==> src/rtl/lsu_instr_sequencer_if.sv <==
// rtl/lsu_instr_sequencer_if.sv - instruction valid/ready port between sequencer and shim
interface lsu_instr_sequencer_if;
    logic [31:0] instr_o;
    logic        instr_valid_o;
    logic        instr_ready_i;

    modport master (
        output instr_o,
        output instr_valid_o,
        input  instr_ready_i
    );

    modport slave (
        input  instr_o,
        input  instr_valid_o,
        output instr_ready_i
    );
endinterface

==> src/rtl/lsu_instr_sequencer.sv <==
// rtl/lsu_instr_sequencer.sv - in-order program issuer with bubbles after memory ops
module lsu_instr_sequencer #(
    parameter int DEPTH   = 4,
    parameter int AW      = 2,
    parameter int MEM_GAP = 1
) (
    input  logic                     clk_i,
    input  logic                     rst_i,
    input  logic                     prog_we_i,
    input  logic [AW-1:0]            prog_waddr_i,
    input  logic [31:0]              prog_wdata_i,
    input  logic                     start_i,
    input  logic [AW:0]              prog_len_i,
    lsu_instr_sequencer_if.master    instr_if,
    output logic [AW:0]              pc_o,
    output logic [AW:0]              issued_o,
    output logic                     mem_op_o,
    output logic                     busy_o,
    output logic                     done_o
);

    typedef enum logic [1:0] {
        S_IDLE,
        S_ISSUE,
        S_GAP,
        S_DONE
    } state_t;

    localparam logic [AW:0] DEPTH_W  = (AW+1)'(DEPTH);
    localparam logic [2:0]  GAP_INIT = 3'(MEM_GAP);
    localparam logic [6:0]  OP_LOAD  = 7'b0000011;
    localparam logic [6:0]  OP_STORE = 7'b0100011;

    state_t      state_q, state_n;
    logic [AW:0] pc_q, pc_n;
    logic [AW:0] issued_q, issued_n;
    logic [AW:0] len_q, len_n;
    logic [2:0]  gap_q, gap_n;
    logic [31:0] prog_mem [DEPTH];

    logic [AW:0] len_clamped;
    logic [AW:0] pc_inc;
    logic [31:0] cur_word;
    logic        valid;
    logic        handshake;
    logic        prog_ok;

    assign len_clamped = (prog_len_i > DEPTH_W) ? DEPTH_W : prog_len_i;
    assign pc_inc      = pc_q + (AW+1)'(1);
    assign prog_ok     = (state_q == S_IDLE) || (state_q == S_DONE);

    // pc stays below len while in ISSUE, so the low AW bits always address a valid slot
    assign cur_word  = prog_mem[pc_q[AW-1:0]];
    assign valid     = (state_q == S_ISSUE);
    assign handshake = valid && instr_if.instr_ready_i;

    assign instr_if.instr_valid_o = valid;
    assign instr_if.instr_o       = valid ? cur_word : 32'd0;
    assign mem_op_o = valid && ((cur_word[6:0] == OP_LOAD) || (cur_word[6:0] == OP_STORE));
    assign busy_o   = (state_q == S_ISSUE) || (state_q == S_GAP);
    assign done_o   = (state_q == S_DONE);
    assign pc_o     = pc_q;
    assign issued_o = issued_q;

    always_comb begin
        state_n  = state_q;
        pc_n     = pc_q;
        issued_n = issued_q;
        len_n    = len_q;
        gap_n    = gap_q;
        case (state_q)
            S_IDLE, S_DONE: begin
                if (start_i) begin
                    len_n    = len_clamped;
                    pc_n     = '0;
                    issued_n = '0;
                    state_n  = (len_clamped == '0) ? S_DONE : S_ISSUE;
                end
            end
            S_ISSUE: begin
                if (handshake) begin
                    pc_n     = pc_inc;
                    issued_n = issued_q + (AW+1)'(1);
                    if (pc_inc == len_q) begin
                        state_n = S_DONE;
                    end else if (mem_op_o && (MEM_GAP > 0)) begin
                        state_n = S_GAP;
                        gap_n   = GAP_INIT;
                    end
                end
            end
            S_GAP: begin
                gap_n = gap_q - 3'd1;
                if (gap_q <= 3'd1) begin
                    state_n = S_ISSUE;
                end
            end
            default: state_n = S_IDLE;
        endcase
    end

    always_ff @(posedge clk_i) begin
        if (rst_i) begin
            state_q  <= S_IDLE;
            pc_q     <= '0;
            issued_q <= '0;
            len_q    <= '0;
            gap_q    <= '0;
        end else begin
            state_q  <= state_n;
            pc_q     <= pc_n;
            issued_q <= issued_n;
            len_q    <= len_n;
            gap_q    <= gap_n;
        end
    end

    // program contents survive reset so a restart reissues the same words
    always_ff @(posedge clk_i) begin
        if (prog_we_i && prog_ok) begin
            prog_mem[prog_waddr_i] <= prog_wdata_i;
        end
    end

endmodule

==> src/flat_wrapper.sv <==
// flat-port wrapper written by rule: the top's interface ports become plain ports
module lsu_instr_sequencer_flat 
#(
    parameter int DEPTH   = 4,
    parameter int AW      = 2,
    parameter int MEM_GAP = 1
)
  (clk_i, rst_i, prog_we_i, prog_waddr_i, prog_wdata_i, start_i, prog_len_i, pc_o, issued_o, mem_op_o, busy_o, done_o, instr_if_instr_o, instr_if_instr_valid_o, instr_if_instr_ready_i);
  lsu_instr_sequencer_if instr_if_i ();
  input  logic clk_i;
  input  logic rst_i;
  input  logic prog_we_i;
  input  logic [AW-1:0] prog_waddr_i;
  input  logic [31:0] prog_wdata_i;
  input  logic start_i;
  input  logic [AW:0] prog_len_i;
  output logic [AW:0] pc_o;
  output logic [AW:0] issued_o;
  output logic mem_op_o;
  output logic busy_o;
  output logic done_o;
  output wire logic [$bits(instr_if_i.instr_o)-1:0] instr_if_instr_o;
  output wire logic [$bits(instr_if_i.instr_valid_o)-1:0] instr_if_instr_valid_o;
  input wire logic [$bits(instr_if_i.instr_ready_i)-1:0] instr_if_instr_ready_i;
  assign instr_if_instr_o = instr_if_i.instr_o;
  assign instr_if_instr_valid_o = instr_if_i.instr_valid_o;
  assign instr_if_i.instr_ready_i = instr_if_instr_ready_i;
  lsu_instr_sequencer #(.DEPTH(DEPTH), .AW(AW), .MEM_GAP(MEM_GAP)) u_core (.clk_i(clk_i), .rst_i(rst_i), .prog_we_i(prog_we_i), .prog_waddr_i(prog_waddr_i), .prog_wdata_i(prog_wdata_i), .start_i(start_i), .prog_len_i(prog_len_i), .instr_if(instr_if_i), .pc_o(pc_o), .issued_o(issued_o), .mem_op_o(mem_op_o), .busy_o(busy_o), .done_o(done_o));
endmodule
==> config.mk <==
export PLATFORM = sky130hd
export DESIGN_NAME = lsu_instr_sequencer_flat
export DESIGN_NICKNAME = d
export VERILOG_FILES = /design/src/rtl/lsu_instr_sequencer_if.sv /design/src/rtl/lsu_instr_sequencer.sv /design/src/flat_wrapper.sv
export SDC_FILE = /design/constraint.sdc
export NUM_CORES = 1
export LEC_CHECK = 0
export CAP_MARGIN = 15
export CORE_ASPECT_RATIO = 0.9
export CORE_MARGIN = 5
export CORE_UTILIZATION = 35
export DETAILED_ROUTE_END_ITERATION = 10
export PLACE_DENSITY = 0.62
export SLEW_MARGIN = 5
export SYNTH_ARGS = -nofsm -noshare
export SYNTH_HDL_FRONTEND = slang
export SYNTH_SLANG_ARGS = --single-unit
export TNS_END_PERCENT = 100
==> constraint.sdc <==
create_clock -name clk_i -period 3.7 [get_ports clk_i]
set_input_delay 0.74 -clock clk_i [delete_from_list [all_inputs] [get_ports clk_i]]
set_output_delay 0.74 -clock clk_i [all_outputs]
set_load 0.1 [all_outputs]
# Yosys cells after proc, flatten, opt, wreduce, memory -nomap -nowiden
# Memory sizes are Yosys's and may differ from the RTL's. A register that Yosys moved wholly into a read port is not among the register bits.
# Cells that the tools add are included.
totals:
  rom_bits: 0
  n_memories: 1
  register_bits: 14
  out_inout_bits: 42
  latchBits: 0
  ramBits: 128
  word_cells: 60
classes:
  shifts: 0
  n_bitwise: 0
  mux: 22
  order_cmp: 2
  eq_ne: 12
  div_mod_pow: 0
  mul: 0
  addsub: 3
  reduce_logical: 15
memory_table:
  columns: ["memory", "depth", "width", "read_ports", "rd_ports_with_merged_regs", "write_ports", "line", "source"]
  rows:
  - ["u_core.prog_mem", 4, 32, 1, 1, 1, "lsu_instr_sequencer.sv:39", "logic [31:0] prog_mem [DEPTH];"]
ops:
  columns: ["operator", "n"]
  rows:
  - ["32-bit 2-to-1 mux", 1]
  - ["3-bit 2-to-1 mux", 7]
  - ["3-bit one-hot mux with 2 select lines", 3]
  - ["2-bit 2-to-1 mux", 8]
  - ["2-bit inequality test (second input constant)", 5]
  - ["4-bit AND reduction", 2]
  - ["7-bit by 2-bit == test with 1-bit output (second input constant)", 1]
  - ["7-bit by 6-bit == test with 1-bit output (second input constant)", 1]
  - ["3-bit by 1-bit adder with 3-bit output (second input constant)", 2]
  - ["2-bit one-hot mux with 3 select lines", 1]
  - ["2-bit == test (second input constant)", 2]
  - ["2-bit nonzero test", 2]
  - ["3-bit == test", 1]
  - ["3-bit > comparator (second input constant)", 1]
  - ["3-bit by 1-bit less-or-equal comparator with 1-bit output (second input constant)", 1]
  - ["1-bit logical AND", 3]
  - ["3-bit logical NOT", 1]
  - ["1-bit logical OR", 3]
  - ["3-bit inequality test (second input constant)", 1]
  - ["3-bit AND reduction", 1]
  - ["3-bit by 1-bit subtractor with 3-bit output (second input constant)", 1]
  - ["2-bit by 1-bit == test with 1-bit output (second input constant)", 1]
  - ["2-bit logical NOT", 1]
  - ["1-bit 2-to-1 mux", 2]
  - ["other kinds (2)", 2]

# Logic depth before layout (Yosys ltp)
# Gate-level depths: netlist of run 1.
logic_depth:
  word_depth: 7
  mapped_depth: 8
  depth_no_buf: 7

# Worst setup path after synthesis of run 1
# No wires, ideal clock.
synth_path:
  path_kind: "register -> register"
  startpoint: "register u_core.state_q[0]"
  endpoint: "memory u_core.prog_mem[1][0], enable pin"
  n_path_buf: 1
  stages_incl_launch_ff: 6
  t_required_ns: 3.232
  slack_ns: -0.241
  arrival_ns: 3.474
  synth_period_minus_slack_ns: 3.941
  path_cell_list: "dfxtp_1 -> inv_1 -> ha_1 -> clkbuf_1 -> nand2_1 -> nor3b_1"
synth_between:
  elab_chain_cells: 5
synth_lines:
  columns: ["element", "line", "source"]
  rows:
  - ["start, declared", "lsu_instr_sequencer.sv:34", "state_t state_q, state_n;"]
  - ["start signal, assigned", "lsu_instr_sequencer.sv:110", "state_q <= state_n;"]
  - ["2-bit == test / 2-bit logical NOT (equally long branches)", "lsu_instr_sequencer.sv:50", "assign prog_ok = (state_q == S_IDLE) || (state_q == S_DONE);"]
  - ["1-bit logical OR *", "lsu_instr_sequencer.sv:50", null]
  - ["1-bit logical AND *", "lsu_instr_sequencer.sv:120", "if (prog_we_i && prog_ok) begin"]
  - ["1-bit 2-to-1 mux *", "lsu_instr_sequencer.sv:120", null]
  - ["1-bit 2-to-1 mux (implied by the code) *", "lsu_instr_sequencer.sv:121", "prog_mem[prog_waddr_i] <= prog_wdata_i;"]
  - ["end, declared", "lsu_instr_sequencer.sv:39", null]
# Every way passes the cells marked *; elsewhere a longest branch is shown, timed or not.

==> flow_summary.yaml, run 1 <==
outcome:
  outcome: "finished, final reports clean"
pwr:
  internal_power_w: 0.00368
  p_total_w: 0.00568
  power_density_nw_per_um2: 752
  comb_power_share_pct: 32.6
  vdd_drop_max_uv: 522
  clkPwrFrac_pct: 32.2
  seqPwrFrac_pct: 35.2
  leakagePower_nw: 2.55
  p_switching_w: 0.00200
  swShare_pct: 35.3
synth:
  synthDistinctLibCells: 40
  yosys_warnings: 0
  ys_top_cells_by_area: "edfxtp_1 67%, mux4_2 13%, dfxtp_1 5.6%"
  synth_top_area_share_pct: 67.0
  synth_enable_flop_cells: 128
  synth_cells: 313
  async_reset_ff_share_pct: 0
  synth_nets: 362
  synth_ff_type: "edfxtp_1"
  synth_area_leader_cell: "edfxtp_1"
  ys_seq_elements: 144
  syn_area_per_cell_sq_um: 18.3
  syn_area_sq_um: 5740
  ys_seq_area_share_pct: 72.6
finish:
  final_nets: 459
  drive_gt1_share_pct: 26.5
  area_growth_pct: 31.8
  final_common_cell: "edfxtp_1"
  antennaDiodeCount: 0
  final_cells: 629
  design_area_sq_um: 7560
  layout_common_cells: "128 x edfxtp_1, 48 x clkdlybuf4s50_1, 32 x mux4_2, 32 x and2_1, 30 x buf_4"
cts:
  clk_pin_slew_worst_paths_ns: 0.06
  cts.path.max_buffers: 2
  numCtsBuffers: 17
  cts_resized: 0
  post_cts.repair.setup_buffers: 0
  postCtsHoldBufs: 0
  tritoncts: "done"
  clkSinkCount: 144
  clk_latency_ns: 0.41
  htreeDepth: 4
  cts_root_buf: "clkbuf_16"
place:
  placed_area_sq_um: 6920
  placedCellCount: 598
  dp_hpwl_um: 7180
  portBuffers: 83
  place.gp.congestion: 0.765
drt:
  ant_nets: 0
  wire_per_inst_um: 18.2
  vias: 3099
  drc_errors: 0
  routed_wl_um: 11400
  drt_pass1_iterations: 4
  drt_iter0_drc: 115
  post_drt_via_cell_ratio: 4.93
floorplanning:
  rows: 44
  coreArea_sq_um: 16100
  die_h_um: 131
  start_util_pct: 35.6
  pin_count: 84
  die_w_um: 145
  die_area_sq_um: 19100
setup_path:
  path_class: "flop to output pin"
  cp.arrival_ns: 2.56
  required_ns: 2.96
  crit_path_start_kind: "flop"
  reg2regPathDepth: 6
  end_kind: "output pin"
  path_max_fanout: 19
timing:
  min_period_over_period_pct: 89.3
  tightest_slew_ns: 0.977
  max_freq_ghz: 0.303
  report.final.slew_viol_count: 0
  finClkSkew_ns: 0.00609
  finalSetupViolations: 0
  rsz0062_at_grt: "no"
  hold_viol: 0
  fin_crit_ns: 3.30
  whs_ns: 0.487
  slew_headroom_pct: 34.7
min_path:
  holdCritPathClass: "flop to flop"
  worstHoldStart: "u_core.gap_q[1]"
  min_path_cells: 2
flow_run:
  drv_cap: 0
global_route:
  grt_start_max_net_pins: 42
  grt_usage_pct: 12.5
  grt_pass1_vias: 3411
  grt_overflow_total: 0
  grt_pass1_wl_um: 18400
  antenna_found_initial: 0
-- synthesized netlist by cell type, drive strengths merged, types with 4 or more instances --
cell / instances
and2: 32
inv: 6
mux4: 32
a21oi: 9
nor3b: 4
nand2: 7
clkbuf: 9
o21ai: 4
edfxtp: 128
dfxtp: 16
ha: 7
buf: 4
nor3: 4
nor2: 14
-- final timing paths --
| check | endpoint | slack (ns) |
|---|---|---|
| max | mem_op_o | 0.40 |
| min | u_core.gap_q[1] | 0.49 |
| max reg2reg | u_core.gap_q[1] | 1.02 |
| min reg2reg | u_core.gap_q[1] | 0.49 |
-- layout make-up --
class,instances,area (sq um)
Fill cell,1359,8570
Sequential cell,144,4170
Multi-Input combinational cell,150,1510
Timing Repair Buffer,91,966
Clock buffer,17,425
Tap cell,207,259
Clock inverter,14,211
Inverter,6,22.5
-- layer usage --
| metal | vias to the layer above | part of all wire, % | GRT usage [%] | routed length, um |
|---|---|---|---|---|
| li1 | 1430 | - | - | - |
| met1 | 1561 | 42 | 15.5 | 4760 |
| met2 | 97 | 50 | 20.3 | 5730 |
| met3 | 11 | 7.1 | 4.65 | 816 |
| met4 | 0 | 1.0 | 3.92 | 117 |
| met5 | - | 0 | 0 | 0 |
-- sequential cells by signal, indices dropped and copies added (netlist names), named ones only --
| signal | flops |
|---|---|
| u_core.prog_mem | 128 |
| u_core.gap_q | 3 |
| u_core.issued_o | 3 |
| u_core.len_q | 3 |
| u_core.pc_o | 3 |
| u_core.state_q | 2 |
-- critical path, stage by stage, from the launching register on --
cell and delay [ns]:
dfxtp_2 0.40, buf_4 0.39, mux4_2 0.33, nor4b_1 0.53, and3_1 0.31, buf_12 0.19
-- kinds of logic (layout without fill, tap and decap cells) --
kind of cell | after synthesis | after routing | share of synthesized area (%)
buf+inv | 19 | 128 | 1.40
simple gates | 82 | 82 | 8.20
xor+xnor | 4 | 4 | 0.872
compound gates | 25 | 25 | 2.88
mux | 32 | 32 | 12.6
flops | 144 | 144 | 72.6
fa+ha+maj | 7 | 7 | 1.53
-- metrics by stage --
stage	setup WS [ns]	util (%)	setup TNS, ns
after floorplan	-0.241	-	-15.74
after global routing	0.139	46.9	0
after global placement	0.776	42.9	0
after detailed placement	0.802	42.9	0
after CTS	0.339	46.9	0
final	0.397	46.9	0
-- power groups by stage --
stage / Sequential [W] / Combinational (W) / Clock, W
after global placement: 0.00203 / 0.00187 / 0
after detailed placement: 0.00203 / 0.00188 / 0
after CTS: 0.00200 / 0.00188 / 0.00186
after floorplan: 0.00205 / 0.00133 / 0
after global routing: 0.00201 / 0.00196 / 0.00195
final: 0.00200 / 0.00185 / 0.00183
No activity file was read; power rests on OpenSTA's default activity.
==> run 2: changes to the inputs <==
- CELL_PAD_IN_SITES_DETAIL_PLACEMENT: default -> 1
- CELL_PAD_IN_SITES_GLOBAL_PLACEMENT: default -> 1
- CORE_MARGIN: 5 -> 3
- PLACE_DENSITY: 0.62 -> 0.7
==> run 2 against run 1 <==
Clock power fell by 9%. Worst setup slack better by 0.030 ns. Final cell count is 0.48% lower. Global-route usage is 1.8 points higher. Register-to-register slack worse by 0.11 ns. Non-clock buffer count increased by 2. Sequential power about the same. Fmax is 0.92% higher. Power decreased by 3.2%. Final area fell by 1.7%.
==> flow_summary.yaml, run 2 (synthesized netlist as in run 1, its figures left out) <==
cts:
  clk_pin_slew_worst_paths_ns: 0.06
  htreeDepth: 4
  post_cts.repair.setup_buffers: 0
  clkSinkCount: 144
  tritoncts: "done"
  cts.path.max_buffers: 2
  numCtsBuffers: 17
  postCtsHoldBufs: 0
  cts_resized: 0
  clk_latency_ns: 0.41
  cts_root_buf: "clkbuf_16"
setup_path:
  r2r_end: "u_core.gap_q[1]"
  cp.buffers_inverters: 2
  end_kind: "output pin"
  crit_path_start_kind: "flop"
  cp_top_family: "simple AND/OR/NAND/NOR gates"
  max_stage_delay_ns: 0.55
  cp_cell_sequence: "buf_4 > mux4_2 > nor4b_1 > and3_1 > buf_12"
  path_class: "flop to output pin"
  reg2regPathDepth: 6
  worst-r2r-setup-slack_ns: 0.91
  required_ns: 2.96
  cp.arrival_ns: 2.53
  path_max_fanout: 11
  slowest_stage: "mux4_2"
floorplanning:
  pin_count: 84
  start_util_pct: 36.5
  rows: 43
  die_area_sq_um: 18000
  die_h_um: 127
  die_w_um: 141
  coreArea_sq_um: 15700
global_route:
  antenna_found_initial: 0
  grt_usage_pct: 14.2
  grt_pass1_wl_um: 19300
  grt_start_max_net_pins: 42
  grt_overflow_total: 0
  grt_pass1_vias: 3469
pwr:
  power_density_nw_per_um2: 740
  leakagePower_nw: 2.50
  p_total_w: 0.00550
  vdd_drop_max_uv: 662
timing:
  finalSetupViolations: 0
  max_freq_ghz: 0.306
  whs_ns: 0.481
  finClkSkew_ns: 0.00882
  hold_viol: 0
  report.final.slew_viol_count: 0
  min_period_over_period_pct: 88.5
  slew_headroom_pct: 33.9
  fin_crit_ns: 3.27
  rsz0062_at_grt: "no"
  tightest_slew_ns: 0.988
finish:
  final_nets: 461
  antennaDiodeCount: 0
  design_area_sq_um: 7430
  layout_common_cells: "128 x edfxtp_1, 48 x clkdlybuf4s50_1, 38 x buf_4"
  final_cells: 626
  area_growth_pct: 29.6
  drive_gt1_share_pct: 25.9
  fill_cells: 1503
  final_common_cell: "edfxtp_1"
  largest_register_ffs: 128
  largest-register: "u_core.prog_mem"
drt:
  drc_errors: 0
  ant_nets: 0
  drt_iter0_drc: 131
  post_drt_via_cell_ratio: 5.03
  wire_per_inst_um: 19.5
  drt_pass1_iterations: 5
  routed_wl_um: 12200
  vias: 3149
place:
  placed_area_sq_um: 6860
  dp_hpwl_um: 7960
  place.gp.congestion: 0.765
  portBuffers: 83
  placedCellCount: 595
min_path:
  min_path_cells: 2
  holdCritPathClass: "flop to flop"
  min_to: "u_core.len_q[2]"
  worstHoldStart: "u_core.len_q[2]"
outcome:
  outcome: "finished, final reports clean"
flow_run:
  drv_cap: 0
==> run 2: cell types whose count changed in the layout (fill, tap and decap cells not counted) <==
cell        before  now
bufinv_16        5    3
clkbuf_1         0    2
clkinv_1         2    4
buf_12          13    7
clkinv_2         2    1
clkinvlp_4       0    1
clkinv_4         2    3
buf_4           30   38
inv_6            3    0
==> run 2: worst max-delay path by stage <==
stage	from	to	slack, ns	cells past startpoint
final	flop	mem_op_o	0.43	5
after detailed placement	flop	mem_op_o	0.84	5
after global routing	flop	mem_op_o	0.22	5
after CTS	flop	mem_op_o	0.38	5
after global placement	flop	mem_op_o	0.85	5
after floorplan	u_core.state_q[0]	u_core.prog_mem[1][0]	-0.24	5
==> run 2: power breakdown <==
group,switching (W),leakage (nW),internal [W]
sequential,0.0000539,1.30,0.00195
combinational,0.00133,0.929,0.000500
clock,0.000621,0.277,0.00105
==> run 2: area by class of cell <==
class                   instances  area (sq um)  area share (%)
multi-input cells             150          1510            20.3
clock buffers                  19           433            5.82
repair buffers                 93           906            12.2
clock inverters                12           144            1.94
inverters                       6          22.5           0.303
well taps                     202           253            3.40
flip-flops and latches        144          4170            56.0
==> run 2: through the flow <==
step           TNS (ns)  setup slack (ns)  utilization [%]
2_1_floorplan    -15.74            -0.241                -
3_3_place_gp          0             0.849             43.7
3_5_place_dp          0             0.841             43.7
4_1_cts               0             0.378             47.3
5_1_grt               0             0.218             47.3
6_report              0             0.427             47.3
==> run 2: tightest hold or removal path, cell delays in order, from the launching register on <==
cell and delay [ns]:
dfxtp_1 0.32, nand2_1 0.06, a21oi_1 0.05
==> run 2: routing by layer <==
metal  wire length (um)  track usage [%]
met5                  0                0
met4                135             4.33
met3                669             4.75
met2               5970             23.4
met1               5460             18.1
==> run 3: changes to the inputs <==
- CORE_UTILIZATION: 35 -> 41
- PLACE_DENSITY: 0.7 -> 0.79
==> run 3 against run 2 <==
Count of clock-buffer cells in the layout did not move. Critical path type unchanged. Via count rose by 0.54%. Register-to-register slack got worse by 0.03 ns. Critical endpoint unchanged. Power fell by 3.4%. Combinational power fell by 4%.
==> flow_summary.yaml, run 3 (synthesized netlist as in run 1, its figures left out) <==
cts:
  postCtsHoldBufs: 0
  cts.path.max_buffers: 2
  cts_resized: 0
  numCtsBuffers: 17
  htreeDepth: 4
  tritoncts: "done"
  post_cts.repair.setup_buffers: 0
  clk_pin_slew_worst_paths_ns: 0.06
  cts_root_buf: "clkbuf_16"
  clkSinkCount: 144
  clk_latency_ns: 0.41
floorplanning:
  coreArea_sq_um: 13500
  pin_count: 84
  die_h_um: 118
  die_area_sq_um: 15500
  start_util_pct: 42.5
  rows: 40
  die_w_um: 131
finish:
  area_growth_pct: 26.2
  layout_common_cells: "128 x edfxtp_1, 48 x clkdlybuf4s50_1, 41 x buf_4"
  largest-register: "u_core.prog_mem"
  multi_input_area_sq_um: 1510
  final_nets: 458
  fill_cells: 1255
  seqCellArea_sq_um: 4170
  drive_gt1_share_pct: 25.8
  antennaDiodeCount: 0
  largest_register_ffs: 128
  final_common_cell: "edfxtp_1"
setup_path:
  cp.arrival_ns: 2.59
  r2r_end: "u_core.gap_q[2]"
  end_kind: "output pin"
  reg2regPathDepth: 5
  required_ns: 2.96
  path_max_fanout: 11
  path_class: "flop to output pin"
  crit_path_start_kind: "flop"
  worst-r2r-setup-slack_ns: 0.88
min_path:
  worstHoldStart: "u_core.gap_q[1]"
  holdCritPathClass: "flop to flop"
  min_to: "u_core.gap_q[1]"
  min_path_cells: 2
timing:
  finClkSkew_ns: 0.00476
  fin_crit_ns: 3.33
  hold_viol: 0
  min_period_over_period_pct: 90.1
  report.final.slew_viol_count: 0
  slew_headroom_pct: 34.2
  max_freq_ghz: 0.300
  tightest_slew_ns: 0.984
  finalSetupViolations: 0
  whs_ns: 0.479
  rsz0062_at_grt: "no"
drt:
  dr_wl_met3_um: 753
  vias: 3166
  drt_pass1_iterations: 4
  wl_met1_um: 5240
  routed-wl-met2_um: 6220
  routed_wl_um: 12300
  drt_iter0_drc: 118
  drc_errors: 0
  top_layer_used: "met4"
  post_drt_via_cell_ratio: 5.39
  ant_nets: 0
  wire_per_inst_um: 21.0
global_route:
  grt_usage_pct: 16.7
  grt_pass1_wl_um: 19100
  grt_pass1_vias: 3453
  grt_start_max_net_pins: 42
  grt_overflow_total: 0
  antenna_found_initial: 0
outcome:
  outcome: "finished, final reports clean"
place:
  dp_hpwl_um: 7690
  portBuffers: 83
  place.gp.congestion: 0.739
pwr:
  leakagePower_nw: 2.44
  power_density_nw_per_um2: 734
  p_total_w: 0.00532
  vdd_drop_max_uv: 554
flow_run:
  drv_cap: 0
==> run 3: cell types whose count changed in the layout (fill, tap and decap cells not counted) <==
cell | before | now
clkinv_4 | 3 | 2
buf_4 | 38 | 41
clkinvlp_4 | 1 | 3
bufinv_16 | 3 | 1
buf_12 | 7 | 1
clkinv_2 | 1 | 2
clkinv_1 | 4 | 1
inv_6 | 0 | 1
==> run 3: worst max-delay path by stage <==
stage	from	to	slack, ns	cells after the start
2_1_floorplan	u_core.state_q[0]	u_core.prog_mem[1][0]	-0.24	5
3_3_place_gp	flop	mem_op_o	0.79	4
3_5_place_dp	flop	mem_op_o	0.77	4
4_1_cts	flop	mem_op_o	0.32	4
5_1_grt	flop	mem_op_o	0.13	4
6_report	flop	mem_op_o	0.37	4
==> run 3: final cells by class <==
type | instances | area share [%]
multi-input combinational | 150 | 20.8
clock inverter | 10 | 1.28
inverter | 6 | 0.311
tap | 168 | 2.90
timing repair buffer | 90 | 11.2
sequential | 144 | 57.5
clock buffer | 19 | 5.98
==> run 3: report_power, final <==
| part | internal (W) | leakage [nW] | total [W] | switching [W] |
|---|---|---|---|---|
| logic | 0.000451 | 0.894 | 0.00176 | 0.00131 |
| registers | 0.00195 | 1.30 | 0.00201 | 0.0000655 |
| clock network | 0.000910 | 0.249 | 0.00154 | 0.000628 |
| total | 0.00331 | 2.44 | 0.00532 | 0.00201 |
==> run 3: per-stage QoR <==
stage / TNS, ns / setup slack (ns) / area (sq um) / cells / util (%)
floorplan: -15.74 / -0.241 / 5740 / 313 / -
global placement: 0 / 0.786 / 6720 / 558 / 49.7
detailed placement: 0 / 0.774 / 6720 / 558 / 49.7
CTS: 0 / 0.318 / 7240 / 587 / 53.6
global route: 0 / 0.128 / 7240 / 587 / 53.6
finish: 0 / 0.367 / 7240 / 587 / 53.6
==> run 3: layer usage <==
layer	global-route usage, %	up-vias
met2	28.0	110
met5	0	-
met4	4.50	0
li1	-	1428
met3	5.65	10
met1	20.8	1618
==> run 3: critical path, stage by stage, from the launching register on <==
cell and delay (ns):
dfxtp_2 0.57, mux4_2 0.58, nor4b_1 0.56, and3_1 0.29, buf_12 0.18
